**src/rtl/ram_word_arb.sv**
```systemverilog
// ram_word_arb: two-requester round-robin arbiter that turns 32-bit word
// accesses into four byte beats on a byte-wide RAM port with a registered
// read path. Each word is little-endian: beat b carries byte b.
// Optional feature macro: RAM_WORD_ARB_BE_EN adds per-requester byte
// enables (m0_be / m1_be) that gate ram_we on write beats.
module ram_word_arb (
  input  logic        clk,
  input  logic        rst,

  input  logic        m0_req,
  input  logic        m0_we,
  input  logic [9:0]  m0_addr,
  input  logic [31:0] m0_wdata,
`ifdef RAM_WORD_ARB_BE_EN
  input  logic [3:0]  m0_be,
`endif
  output logic        m0_gnt,
  output logic        m0_done,
  output logic [31:0] m0_rdata,

  input  logic        m1_req,
  input  logic        m1_we,
  input  logic [9:0]  m1_addr,
  input  logic [31:0] m1_wdata,
`ifdef RAM_WORD_ARB_BE_EN
  input  logic [3:0]  m1_be,
`endif
  output logic        m1_gnt,
  output logic        m1_done,
  output logic [31:0] m1_rdata,

  output logic        ram_we,
  output logic [9:0]  ram_waddr,
  output logic [9:0]  ram_raddr,
  output logic [7:0]  ram_wdata,
  input  logic [7:0]  ram_rdata
);

  typedef enum logic [1:0] {
    IDLE = 2'd0,
    XFER = 2'd1,
    FIN  = 2'd2
  } state_t;

  state_t      state;
  state_t      state_nxt;

  logic [1:0]  beat;
  logic        ptr;
  logic        owner;
  logic        we_q;
  logic [7:0]  word_q;
  logic [31:0] wdata_q;
  logic [3:0]  be_q;
  logic [23:0] rd_buf;
  logic [31:0] rdata0_q;
  logic [31:0] rdata1_q;

  logic        any_req;
  logic        sel;
  logic        grant;
  logic        sel_we;
  logic [9:0]  sel_addr;
  logic [31:0] sel_wdata;
  logic [3:0]  sel_be;
  logic        rd_fin;
  logic [31:0] word_done;

  // Word-offset bits of the byte address are ignored by design.
  logic        unused_addr_lsbs;
  assign unused_addr_lsbs = ^{m0_addr[1:0], m1_addr[1:0]};

  // Arbitration: contention resolved by the pointer, a lone requester wins outright.
  always_comb begin
    any_req = m0_req | m1_req;
    if (m0_req && m1_req) begin
      sel = ptr;
    end else begin
      sel = m1_req;
    end
    grant = (state == IDLE) && any_req && !rst;
  end

  // Mux the selected requester's transaction fields for capture at grant.
  always_comb begin
    sel_we    = sel ? m1_we    : m0_we;
    sel_addr  = sel ? m1_addr  : m0_addr;
    sel_wdata = sel ? m1_wdata : m0_wdata;
`ifdef RAM_WORD_ARB_BE_EN
    sel_be    = sel ? m1_be    : m0_be;
`else
    sel_be    = '1;
`endif
  end

  // State register.
  always_ff @(posedge clk) begin
    if (rst) begin
      state <= IDLE;
    end else begin
      state <= state_nxt;
    end
  end

  // Next-state logic: IDLE -> XFER on grant, four beats, one FIN cycle.
  always_comb begin
    state_nxt = state;
    unique case (state)
      IDLE: if (grant) state_nxt = XFER;
      XFER: if (beat == 2'd3) state_nxt = FIN;
      FIN:  state_nxt = IDLE;
      default: state_nxt = IDLE;
    endcase
  end

  // Beat counter: cleared in IDLE, advances each XFER cycle, wraps into FIN.
  always_ff @(posedge clk) begin
    if (rst) begin
      beat <= '0;
    end else if (state == XFER) begin
      beat <= beat + 2'd1;
    end else begin
      beat <= '0;
    end
  end

  // Round-robin pointer and transaction latch, loaded on the grant edge.
  always_ff @(posedge clk) begin
    if (rst) begin
      ptr     <= 1'b0;
      owner   <= 1'b0;
      we_q    <= 1'b0;
      word_q  <= '0;
      wdata_q <= '0;
      be_q    <= '0;
    end else if (grant) begin
      ptr     <= ~sel;
      owner   <= sel;
      we_q    <= sel_we;
      word_q  <= sel_addr[9:2];
      wdata_q <= sel_wdata;
      be_q    <= sel_be;
    end
  end

  // Read assembly: RAM data lags the address by one cycle, so beat b
  // collects byte b-1 and the FIN cycle supplies byte 3.
  always_ff @(posedge clk) begin
    if (rst) begin
      rd_buf <= '0;
    end else if (state == XFER && !we_q) begin
      unique case (beat)
        2'd1:    rd_buf[7:0]   <= ram_rdata;
        2'd2:    rd_buf[15:8]  <= ram_rdata;
        2'd3:    rd_buf[23:16] <= ram_rdata;
        default: rd_buf        <= rd_buf;
      endcase
    end
  end

  // Per-requester read result, committed when the owner's read finishes.
  always_ff @(posedge clk) begin
    if (rst) begin
      rdata0_q <= '0;
      rdata1_q <= '0;
    end else if (rd_fin) begin
      if (owner) begin
        rdata1_q <= word_done;
      end else begin
        rdata0_q <= word_done;
      end
    end
  end

  // Completed read word is forwarded during FIN so rdata is valid with done.
  always_comb begin
    rd_fin    = (state == FIN) && !we_q && !rst;
    word_done = {ram_rdata, rd_buf};
    m0_rdata  = (rd_fin && !owner) ? word_done : rdata0_q;
    m1_rdata  = (rd_fin &&  owner) ? word_done : rdata1_q;
  end

  // Output logic: grants, done pulses and RAM controls, all forced low in reset.
  always_comb begin
    m0_gnt    = grant && !sel;
    m1_gnt    = grant &&  sel;
    m0_done   = (state == FIN) && !rst && !owner;
    m1_done   = (state == FIN) && !rst &&  owner;
    ram_we    = 1'b0;
    ram_waddr = '0;
    ram_raddr = '0;
    ram_wdata = '0;
    if (state == XFER) begin
      ram_waddr = {word_q, beat};
      ram_raddr = {word_q, beat};
      if (we_q) begin
        ram_we    = be_q[beat] && !rst;
        ram_wdata = wdata_q[{beat, 3'b000} +: 8];
      end
    end
  end

endmodule

```
**config.mk**
```make
export PLATFORM = sky130hd
export DESIGN_NAME = ram_word_arb
export DESIGN_NICKNAME = d
export VERILOG_FILES = /design/src/rtl/ram_word_arb.sv
export SDC_FILE = /design/constraint.sdc
export NUM_CORES = 1
export LEC_CHECK = 0
export CAP_MARGIN = 25
export CORE_MARGIN = 10
export CORE_UTILIZATION = 45
export CTS_CLUSTER_DIAMETER = 150
export DETAILED_ROUTE_END_ITERATION = 7
export PLACE_DENSITY = 0.83
export SYNTH_ARGS = -nofsm -noshare
export SYNTH_HDL_FRONTEND = slang
export SYNTH_SLANG_ARGS = --single-unit
```
**constraint.sdc**
```tcl
create_clock -name clk -period 2.2 [get_ports clk]
set_clock_uncertainty 0.1 [all_clocks]
set_input_delay 0.44 -clock clk [delete_from_list [all_inputs] [get_ports clk]]
set_output_delay 0.44 -clock clk [all_outputs]
set_load 0.01 [all_outputs]
```
==> results.yml, run 1 <==
floorplanning:
  start_util_pct: 45.5
  dieArea_um2: 19100
  design.core.area_um2: 13800
  ios: 195
  die_h_um: 138
  rows: 43
  die_w_um: 138
clock_tree:
  htree_levels: 4
  clockRootBuffer: "clkbuf_16"
  cts.sinks: 136
  cts.path.max_buffers: 2
  cts_hold_buf: 0
  cts_tree: "built"
  cts_made_buffers: 17
  path_clk_slew_ns: 0.06
  clk-insertion-delay-late_ns: 0.43
sta:
  setup_slack_ns: -0.369
  hold_ws_ns: 0.361
  fmax_mhz: 389
  max_slew_margin_pct: 37.8
  setup_violations: 73
  drv_slew: 0
  rsz0062_at_grt: "yes"
  setup_tns_ns: -19.04
  worst_pin_slew_ns: 0.933
  fin_crit_sh_pct: 117
  finalCriticalPeriod_ns: 2.57
  finalHoldViolCount: 0
pwr:
  power_density_nw_per_um2: 643
  peakVddDrop_mv: 0.490
  p_leak_uw: 0.00406
placement:
  dp_slack_ns: -0.445
  dp_hpwl_mm: 14.9
  gp_congestion: 0.803
  numPortBuffers: 190
final_layout:
  n_antenna_cell: 0
  nNetsFinal: 1070
  syn_to_final_growth_pct: 59.3
  drive_gt1_share_pct: 34.9
synthesis:
  ys_types: 33
  ys_ff_latch: 136
  synthCells: 756
  synth_area_um2: 6270
  synth_edf_count: 0
  seq_area_frac_synth_pct: 43.4
  ys.flop_type: "dfxtp_1"
  ys_async_sr_fraction_pct: 0
  avgSynthCellArea_um2: 8.30
  syn_nets: 857
  ys_warn_count: 0
route:
  vias: 6947
  viasPerCell: 5.98
  drc: 0
  wirelength_mm: 24.9
  detail-route-antenna-nets: 0
  drtIter0Drc: 520
  dr.pass1.iters: 5
  wire_per_inst_um: 21.4
setup_path:
  criticalPathCategory: "flop to output pin"
  worstPathArrival_ns: 2.03
  start_kind: "flop"
  crit_fanout: 8
  crit_required_ns: 1.66
  max_stage_delay_ns: 0.67
  cp_slowest_cell: "or4b_4"
  end_kind: "output pin"
  crit_chain: "or4b_4 -> clkinv_8 -> clkbuf_16 -> nand3_2 -> nand2_1 -> buf_2"
worst_hold_path:
  hold_class: "flop to flop"
status:
  violations: "setup timing"
  status: "finished with violations"
grt:
  grt_usage_pct: 22.4
  grt_pass1_vias: 6583
  antenna_found_initial: 0
  grt_pass1_wl_mm: 35.2
  grt_max_degree: 90
  overflow: 0
job:
  cap_violations: 0
[metal layers]
metal	global-route usage, %	wire length [µm]	vias up	part of all wire [%]
met4	12.4	1310	0	5.3
met3	7.74	2510	99	10
met2	37.1	12100	382	49
met1	24.6	8980	3300	36
li1	-	-	3166	-
met5	0	0	-	0
[cell type report]
class / instances / area [µm²]
multi-input combinational: 523 / 3740
timing repair buffer: 284 / 2690
tap: 180 / 225
clock buffer: 24 / 472
sequential: 136 / 2730
inverter: 7 / 43.8
clock inverter: 8 / 96.3
fill: 1004 / 3780
[final timing paths]
kind                       startpoint                  endpoint  slack (ns)  depth (start not counted)
min          rdata1_q[7]$_SDFFE_PP0P_  rdata1_q[7]$_SDFFE_PP0P_        0.36                          2
min reg2reg  rdata1_q[7]$_SDFFE_PP0P_  rdata1_q[7]$_SDFFE_PP0P_        0.36                          2
max reg2reg        beat[0]$_SDFF_PP0_   rd_buf[15]$_SDFFE_PP0P_        0.37                          8
max             state[0]$_SDFFE_PP0P_              m0_rdata[10]       -0.37                          6
[worst max-delay path: cells and delay by family (launching register included)]
| kind | cells | cell delay, ns |
|---|---|---|
| flops | 1 | 0.32 |
| buf+inv | 3 | 0.43 |
| simple gates | 3 | 0.85 |
[registers in the layout, summed over array words and instances (netlist names)]
name,count
word_q,8
we_q,1
rdata0_q,32
wdata_q,32
rd_buf,24
be_q,1
state,2
beat,2
ptr,1
rdata1_q,32
owner,1
[cell usage in the layout (no fill, tap or decap), types with 18 or more instances in the layout]
| master | netlist | final |
|---|---|---|
| dfxtp_1 | 136 | 132 |
| mux2i_1 | 24 | 24 |
| clkbuf_16 | 0 | 22 |
| nand3_2 | 0 | 29 |
| buf_2 | 15 | 44 |
| nand3b_1 | 42 | 42 |
| nor2_1 | 28 | 27 |
| buf_6 | 0 | 30 |
| o21ai_4 | 0 | 18 |
| clkdlybuf4s50_1 | 0 | 92 |
| o21ai_2 | 0 | 31 |
| buf_4 | 13 | 72 |
| nand2_1 | 66 | 52 |
| o21ai_0 | 104 | 41 |
| a21oi_1 | 107 | 107 |
| a311oi_1 | 41 | 41 |
| nand3_1 | 64 | 33 |
[repair_timing]
action / in CTS / in global routing
pin swaps: 12 / 39
gates cloned: 5 / 5
resized for setup: 402 / 201
setup endpoints to repair: 97 / 95
setup buffers: 4 / 9
[synthesized netlist by cell type, types with 2 or more instances]
cell / instances / area share (%)
dfxtp_1: 136 / 43
a21oi_1: 107 / 8.5
o21ai_0: 104 / 8.3
nand2_1: 66 / 3.9
nand3_1: 64 / 5.1
clkbuf_1: 56 / 3.4
nand3b_1: 42 / 5.0
a311oi_1: 41 / 5.7
nor2_1: 28 / 1.7
mux2i_1: 24 / 3.8
buf_2: 15 / 1.2
buf_4: 13 / 1.6
and2_1: 9 / 0.90
and3_1: 8 / 0.80
mux4_2: 8 / 2.9
buf_1: 6 / 0.36
inv_1: 5 / 0.30
ha_1: 3 / 0.60
nor3_1: 3 / 0.24
nor4bb_1: 3 / 0.48
nand2b_1: 2 / 0.20
nor2b_1: 2 / 0.20
[logic make-up (layout without fill, tap and decap cells)]
logic type               count (synthesis)  count (layout)  share of synthesized area, %
AO/OA/AOI/OAI                          256             256                          23.0
adder cells (fa/ha/maj)                  3               3                         0.599
buffers and inverters                   97             323                          6.90
flip-flops                             136             136                          43.4
multiplexers                            32              32                          6.70
AND/OR/NAND/NOR                        232             232                          19.3
[report_power, final]
part	total [µW]	leakage, µW	switching (µW)	internal [µW]
logic	1010	0.00268	521	487
clock network	2780	0.000278	1060	1720
registers	2630	0.00111	70.7	2560
[through the flow]
stage	cell area [µm²]	power (µW)	util [%]	std cells
6_report	9990	6420	72.6	1162
5_1_grt	9990	6620	72.6	1162
4_1_cts	9470	6350	68.8	1148
3_5_place_dp	8670	3590	63.0	1107
3_3_place_gp	8670	3580	63.0	1107
2_1_floorplan	6270	3140	-	756
No activity file was read; power rests on OpenSTA's default activity.
==> run 2: changes to the inputs <==
CTS_CLUSTER_DIAMETER = not set   (was 150)
PLACE_DENSITY = 0.78   (was 0.83)
TNS_END_PERCENT = 20   (was not set)
==> results.yml, run 2 (synthesis gave the netlist of run 1 again) <==
placement:
  numPlacedInstances: 1114
  dp_hpwl_mm: 14.8
  gp_congestion: 0.812
  numPortBuffers: 190
  dpl_cell_area_um2: 8700
final_layout:
  layout_commonest_cell: "dfxtp_1"
  stdcell_area_um2: 9900
  nNetsFinal: 1083
  syn_to_final_growth_pct: 57.8
  top_regs: "rdata0_q: 32 flops, rdata1_q: 32 flops, wdata_q: 32 flops"
  n_antenna_cell: 0
  drive_gt1_share_pct: 32.0
  layout_common_cells: "132 x dfxtp_1, 106 x a21oi_1, 93 x clkdlybuf4s50_1, 71 x buf_4, 52 x nand2_1"
  stdcell_count: 1173
  fillers: 1001
grt:
  antenna_found_initial: 0
  overflow: 0
  grt_pass1_wl_mm: 35.2
  grt_usage_pct: 22.3
  grt_pass1_vias: 6640
  grt_max_degree: 87
clock_tree:
  path_clk_slew_ns: 0.05
  clockRootBuffer: "clkbuf_16"
  cts.sinks: 136
  cts.path.max_buffers: 2
  cts_made_buffers: 17
  htree_levels: 4
  cts_hold_buf: 0
  clk-insertion-delay-late_ns: 0.42
  cts_tree: "built"
sta:
  drv_slew: 0
  fmax_mhz: 387
  rsz0062_at_grt: "yes"
  worst_pin_slew_ns: 0.922
  finalCriticalPeriod_ns: 2.59
  setup_violations: 75
  setup_slack_ns: -0.386
  max_slew_margin_pct: 38.5
  fin_crit_sh_pct: 118
  hold_ws_ns: 0.364
  finalHoldViolCount: 0
setup_path:
  cp.buffers_inverters: 3
  crit_chain: "or4b_4 -> buf_6 -> buf_16 -> o21ai_4 -> nand2_1 -> buf_2"
  end_kind: "output pin"
  r2r_slack_ns: -0.22
  cp_slowest_cell: "or4b_4"
  start_kind: "flop"
  crit_required_ns: 1.66
  criticalPathCategory: "flop to output pin"
  worstPathArrival_ns: 2.05
  crit_family: "simple AND/OR/NAND/NOR gates"
  crit_fanout: 8
  max_stage_delay_ns: 0.58
floorplanning:
  design.core.area_um2: 13800
  rows: 43
  dieArea_um2: 19100
  die_h_um: 138
  start_util_pct: 45.5
  ios: 195
  die_w_um: 138
job:
  cap_violations: 0
route:
  detail-route-antenna-nets: 0
  wire_per_inst_um: 20.7
  vias: 6834
  wl_met3_mm: 2.25
  drtIter0Drc: 473
  drc: 0
  wirelength_mm: 24.2
  dr.pass1.iters: 6
  viasPerCell: 5.83
  highest_layer: "met4"
  wl_met1_mm: 9.26
  met2RoutedLength_mm: 11.9
pwr:
  p_leak_uw: 0.00410
  peakVddDrop_mv: 0.503
  totalPowerFinal_uw: 6260
  power_density_nw_per_um2: 632
status:
  violations: "setup timing"
  status: "finished with violations"
worst_hold_path:
  hold_class: "flop to flop"
## run 2: worst paths after layout
kind                                             endpoint                       from  cells after the start
worst max-delay path                         m0_rdata[12]         owner$_SDFFE_PP0P_                      6
worst min-delay path            rdata0_q[29]$_SDFFE_PP0P_  rdata0_q[29]$_SDFFE_PP0P_                      2
worst max register to register  rdata0_q[15]$_SDFFE_PP0P_         owner$_SDFFE_PP0P_                     14
worst min register to register  rdata0_q[29]$_SDFFE_PP0P_  rdata0_q[29]$_SDFFE_PP0P_                      2
## run 2: worst reg2reg max path: cells and delay by family, from the launching register on
| family | cells | cell delay [ns] |
|---|---|---|
| and+or+nand+nor | 1 | 0.58 |
| buffers and inverters | 11 | 1.08 |
| DFF | 1 | 0.34 |
| AOI/OAI and AO/OA | 2 | 0.18 |
## run 2: repair_timing
item | in CTS | in global routing
pin swaps | 21 | 22
endpoints found under the hold margin | 0 | 0
setup endpoints to repair | 97 | 96
setup buffers | 11 | 14
cloned | 4 | 2
resized for setup | 399 | 160
## run 2: layer usage
metal | vias to the layer above | global-route usage [%]
li1 | 3194 | -
met1 | 3237 | 24.7
met2 | 341 | 37.8
met3 | 62 | 7.91
met4 | 0 | 9.38
met5 | - | 0
## run 2: where the power goes
group	total, µW	switching [µW]	internal, µW
sequential	2630	64.9	2560
clock	2650	1060	1600
combinational	980	509	471
total	6260	1630	4630
## run 2: area by class of cell
class / instances / area (µm²) / share of cell area [%]
clock buffer: 22 / 464 / 4.69
clock inverter: 8 / 75.1 / 0.758
inverter: 7 / 33.8 / 0.341
multi-input combinational: 523 / 3630 / 36.7
sequential: 136 / 2730 / 27.6
tap: 180 / 225 / 2.28
timing repair buffer: 297 / 2740 / 27.6
## run 2: through the flow
stage                     utilization, %  setup WS [ns]  TNS, ns
after floorplan                        -          0.219        0
after global placement              63.2         -0.403   -23.35
after detailed placement            63.2         -0.432   -24.67
after CTS                           69.3         -0.338   -18.66
after global routing                71.9         -0.430   -22.49
final                               71.9         -0.386   -17.65
